[src/rtl/prover_shim_dot.sv]
// rtl/prover_shim_dot.sv - per-copy mod-Q dot product of chi weights and output-layer values
`ifndef F_NBITS
`define F_NBITS 16
`endif
`ifndef F_Q
`define F_Q 65521
`endif

module prover_shim_dot #(
   parameter int nCopyBits = 1,
   parameter int nGateBits = 2,
   parameter int nCopies   = 1 << nCopyBits,
   parameter int nGates    = 1 << nGateBits
) (
   input  logic                                   clk,
   input  logic                                   rst,
   input  logic                                   en,
   input  logic [nGates-1:0][`F_NBITS-1:0]         z1_chi,
   input  logic [nCopies*nGates-1:0][`F_NBITS-1:0] vals,
   output logic [nCopies-1:0][`F_NBITS-1:0]        v_z1,
   output logic                                   ready
);

   localparam int FW = `F_NBITS;
   localparam int GW = (nGateBits > 0) ? nGateBits : 1;
   localparam int CW = (nCopyBits > 0) ? nCopyBits : 1;
   localparam int IW = (nCopyBits + nGateBits > 0) ? nCopyBits + nGateBits : 1;
   localparam int BW = (FW > 1) ? $clog2(FW) : 1;
   localparam logic [FW:0] Q_EXT = (FW+1)'(`F_Q);

   // Counts are derived from the bit widths; overriding them independently is a build error.
   if (nCopies != (1 << nCopyBits) || nGates != (1 << nGateBits)) begin : g_bad_param
      $error("prover_shim_dot: nCopies/nGates must not be overridden");
   end

   typedef enum logic [1:0] {ST_IDLE, ST_MUL, ST_ACC} state_t;

   state_t                          state_q, state_d;
   logic                            en_dly_q, en_dly_d;
   logic [GW-1:0]                   g_q, g_d;
   logic [CW-1:0]                   c_q, c_d;
   logic [BW-1:0]                   bit_q, bit_d;
   logic [FW-1:0]                   prod_q, prod_d;
   logic [FW-1:0]                   acc_q, acc_d;
   logic [nCopies-1:0][FW-1:0]      v_z1_q, v_z1_d;

   logic [IW-1:0] idx;
   logic          start;
   logic [FW-1:0] a_op, b_op, dbl, acc_new;
   logic          last_g, last_c;

   // Single conditional subtraction is enough because both operands are below Q.
   function automatic logic [FW-1:0] mod_add(input logic [FW-1:0] x, input logic [FW-1:0] y);
      logic [FW:0] s;
      s = {1'b0, x} + {1'b0, y};
      if (s >= Q_EXT) s = s - Q_EXT;
      return s[FW-1:0];
   endfunction

   // Flat operand index c*nGates+g, shaped so degenerate widths stay legal.
   if (nGateBits == 0) begin : g_idx_c
      assign idx = IW'(c_q);
   end else if (nCopyBits == 0) begin : g_idx_g
      assign idx = IW'(g_q);
   end else begin : g_idx_cg
      assign idx = {c_q, g_q};
   end

   // Next-state logic: start detection, bit-serial multiply, accumulate and result capture.
   always_comb begin
      state_d  = state_q;
      en_dly_d = en;
      g_d      = g_q;
      c_d      = c_q;
      bit_d    = bit_q;
      prod_d   = prod_q;
      acc_d    = acc_q;
      v_z1_d   = v_z1_q;

      start   = en & ~en_dly_q;
      ready   = (state_q == ST_IDLE) & ~start;
      a_op    = z1_chi[g_q];
      b_op    = vals[idx];
      dbl     = mod_add(prod_q, prod_q);
      acc_new = mod_add(acc_q, prod_q);
      last_g  = (g_q == GW'(nGates - 1));
      last_c  = (c_q == CW'(nCopies - 1));

      case (state_q)
         ST_IDLE: begin
            if (start) begin
               v_z1_d  = '0;
               acc_d   = '0;
               g_d     = '0;
               c_d     = '0;
               bit_d   = BW'(FW - 1);
               prod_d  = '0;
               state_d = ST_MUL;
            end
         end
         ST_MUL: begin
            prod_d = b_op[bit_q] ? mod_add(dbl, a_op) : dbl;
            if (bit_q == '0) begin
               state_d = ST_ACC;
            end else begin
               bit_d = bit_q - BW'(1);
            end
         end
         ST_ACC: begin
            if (last_g) begin
               v_z1_d[c_q] = acc_new;
               acc_d       = '0;
               g_d         = '0;
               c_d         = c_q + CW'(1);
            end else begin
               acc_d = acc_new;
               g_d   = g_q + GW'(1);
            end
            bit_d   = BW'(FW - 1);
            prod_d  = '0;
            state_d = (last_g && last_c) ? ST_IDLE : ST_MUL;
         end
         default: state_d = ST_IDLE;
      endcase
   end

   // State registers; en_dly resets high so a level held through reset is not a start.
   always_ff @(posedge clk) begin
      if (rst) begin
         state_q  <= ST_IDLE;
         en_dly_q <= 1'b1;
         g_q      <= '0;
         c_q      <= '0;
         bit_q    <= '0;
         prod_q   <= '0;
         acc_q    <= '0;
         v_z1_q   <= '0;
      end else begin
         state_q  <= state_d;
         en_dly_q <= en_dly_d;
         g_q      <= g_d;
         c_q      <= c_d;
         bit_q    <= bit_d;
         prod_q   <= prod_d;
         acc_q    <= acc_d;
         v_z1_q   <= v_z1_d;
      end
   end

   assign v_z1 = v_z1_q;

endmodule
[config.mk]
export PLATFORM = sky130hd
export DESIGN_NAME = prover_shim_dot
export DESIGN_NICKNAME = d
export VERILOG_FILES = /design/src/rtl/prover_shim_dot.sv
export SDC_FILE = /design/constraint.sdc
export NUM_CORES = 1
export LEC_CHECK = 0
export ABC_AREA = 1
export BUFFER_PORTS_ARGS = -buffer_cell sky130_fd_sc_hd__buf_2
export CAP_MARGIN = 20
export CELL_PAD_IN_SITES_DETAIL_PLACEMENT = 0
export CELL_PAD_IN_SITES_GLOBAL_PLACEMENT = 1
export CORE_ASPECT_RATIO = 1.75
export CORE_MARGIN = 2
export CORE_UTILIZATION = 30
export DETAILED_ROUTE_END_ITERATION = 8
export PLACE_DENSITY = 0.66
export SLEW_MARGIN = 0
export SYNTH_ARGS = -nofsm -noshare
export SYNTH_HDL_FRONTEND = slang
export SYNTH_SLANG_ARGS = --single-unit
[constraint.sdc]
create_clock -name clk -period 5.05 [get_ports clk]
set_input_delay 0.2525 -clock clk [delete_from_list [all_inputs] [get_ports clk]]
set_output_delay 0.2525 -clock clk [all_outputs]
set_load 0.02 [all_outputs]
==> impl_metrics.py <==
metrics = {
    "run_status": {
        "outcome": "finished, final reports clean",
    },
    "sta": {
        "setup_viol": 0,
        "skew_ns": 0.0125,
        "worst_pin_slew_ns": 0.831,
        "fmax_ghz": 0.220,
        "min_period_over_period": 0.900,
        "hold_violations": 0,
        "final_max_slew_viol_count": 0,
        "fin_tns_setup_ns": 0,
        "min_period_ns": 4.54,
        "max_slew_margin": 0.445,
        "rsz0062_at_grt": "no",
    },
    "global_route": {
        "grtUsageTotal": 0.221,
        "overflow": 0,
        "grt_max_degree": 72,
        "grt_pass1_wl_mm": 50.3,
        "antenna_found_initial": 7,
        "grt_pass1_vias": 9833,
    },
    "logic_synthesis": {
        "syn-num-nets": 1725,
        "synth_cells": 1487,
        "synth_seq_cells": 74,
        "yosys_warnings": 0,
        "synthDistinctLibCells": 45,
        "synth_seq_area_share": 0.175,
        "syn_avg_cell_area_um2": 5.68,
        "synthArstFlopShare": 0,
        "syn_area_mm2": 0.00845,
        "synth_edf_count": 0,
        "synthFlopType": "dfxtp_1",
    },
    "clocking": {
        "cts_buffer_depth": 2,
        "path_clk_slew_ns": 0.07,
        "hold_buffers": 0,
        "cts_resized": 0,
        "clkLatencyLatePin_ns": 0.36,
        "cts_tree": "yes",
        "h-tree-depth": 3,
        "post-cts-setup-buffers": 0,
        "cts_buffers": 9,
        "cts.sinks": 74,
        "root_buffer": "clkbuf_16",
    },
    "final_layout": {
        "nets": 1922,
        "utilization": 0.369,
        "area_growth_pct": 21.6,
        "final_common_cell": "nand2_1",
        "drive_above_1_share": 0.197,
        "mostFrequentLayoutCells": "nand2_1 (543), buf_2 (227), nand3_1 (222)",
        "fin_cells": 2073,
    },
    "detailed_routing": {
        "drtPass1Iterations": 6,
        "routedWlPerCell_um": 16.3,
        "drt-initial-drc-count": 459,
        "vias_per_cell": 4.88,
        "ant_nets": 0,
        "num_vias": 10100,
        "wl_mm": 33.8,
        "drc": 0,
    },
    "worst_setup_path": {
        "cp.required_ns": 5.27,
        "worstSetupPathType": "reg2reg",
        "crit_path_end_kind": "register",
        "start_kind": "register",
        "critPathMaxFanout": 17,
        "critical_path_arrival_ns": 4.76,
    },
    "floorplan": {
        "rows": 81,
        "io_pins": 228,
        "dieArea_mm2": 0.0296,
        "dieHeight_um": 226,
        "start_util": 0.303,
        "die_w_um": 131,
        "core_mm2": 0.0279,
    },
    "power_and_ir_drop": {
        "ir_worst_vdd_mv": 0.232,
        "p_leak_nw": 5.29,
        "cellPowerDensity_mw_per_mm2": 228,
        "p_total_w": 0.00234,
    },
    "placed_design": {
        "portBuffers": 227,
        "dp.final_hpwl_mm": 27.5,
        "place_inst": 2046,
        "gp_congestion": 0.872,
    },
    "run": {
        "cap_violations": 0,
    },
    "worst_hold_path": {
        "holdCritPathClass": "in2reg",
    },
}
==> sequential cells by signal, indices dropped and copies added, names as in the netlist <==
name	count
acc_q	16
bit_q	4
c_q	1
en_dly_q	1
g_q	2
prod_q	16
state_q	2
v_z1	32
==> through the flow <==
stage	area, um2	setup slack (ns)	hold slack, ns
finish	10300	0.505	0.153
global route	10300	0.00409	0.153
CTS	10200	0.203	0.132
detailed placement	9920	0.218	0.434
global placement	9900	0.277	0.434
floorplan	8450	1.38	0.361
==> layer usage <==
layer / vias to the layer above / track usage / part of all wire
met3: 62 / 0.0280 / 0.035
li1: 5243 / - / -
met2: 226 / 0.451 / 0.57
met1: 4579 / 0.209 / 0.36
met4: 0 / 0.0985 / 0.041
met5: - / 0 / 0
==> cells by family after synthesis <==
kind of cell	Yosys count	share of synthesized area
compound gates	153	0.0982
xor+xnor	36	0.0409
fa+ha+maj	43	0.0655
buf+inv	217	0.104
flops	74	0.175
simple gates	964	0.516
==> where the power goes <==
part           internal (W)  switching [W]  leakage [nW]
Combinational      0.000349       0.000649          4.54
Sequential         0.000605      0.0000330         0.599
Clock              0.000394       0.000309         0.150
Total               0.00135       0.000992          5.29
==> worst paths after layout <==
check,slack [ns],cells after the start,startpoint,to
min,0.15,3,en,en_dly_q
max reg2reg,0.51,27,prod_q[0],prod_q[8]
min reg2reg,0.45,2,v_z1[30],v_z1[30]
max,0.51,27,prod_q[0],prod_q[8]
==> synthesized netlist by cell type, types with 4 or more instances <==
master      n  share of area
nand2_1   543           0.24
o22ai_1    15          0.011
nand3_1   222           0.13
a21oi_1    80          0.047
buf_1       4         0.0018
nand4_2    10          0.015
nand4_1    32          0.024
nor2_1     96          0.043
nand3_2     4         0.0047
inv_1     148          0.066
nand2_2    10         0.0074
inv_2       5         0.0022
nand3_4     6          0.012
ha_1       41          0.061
nor3_1     11         0.0065
clkbuf_1   37          0.016
xor2_1     29          0.030
nor2_2      7         0.0052
nand3b_1    4         0.0036
nand2_4    10          0.013
o21ai_0    42          0.025
dfxtp_1    74           0.18
buf_2      14         0.0083
==> final cells by class <==
class | count | area [um2]
well taps | 373 | 467
multi-input cells | 1196 | 6110
diodes | 11 | 27.5
fillers | 3174 | 17600
inverters | 155 | 582
clock inverters | 7 | 86.3
clock buffers | 9 | 225
repair buffers | 248 | 1290
flip-flops and latches | 74 | 1480
==> critical path, cell delays in order, from the launching register on <==
cell,delay [ns]
dfxtp_1,0.41
inv_1,0.10
ha_1,0.22
nand2_1,0.07
nand2_1,0.06
inv_1,0.07
nand3_1,0.12
o21ai_4,0.24
nand2_1,0.16
nor3_4,0.22
xor2_1,0.24
inv_1,0.10
ha_1,0.37
nand2_1,0.12
nor2_1,0.26
nand3_1,0.18
nand3_1,0.11
nand2_1,0.05
nand2_1,0.15
nand2_1,0.11
nor2_2,0.23
nand3_4,0.24
nand3_4,0.23
nand2_1,0.08
nand2_1,0.07
nand2_1,0.06
nand2_1,0.07
a21oi_1,0.05
No activity file was read; power rests on OpenSTA's default activity.
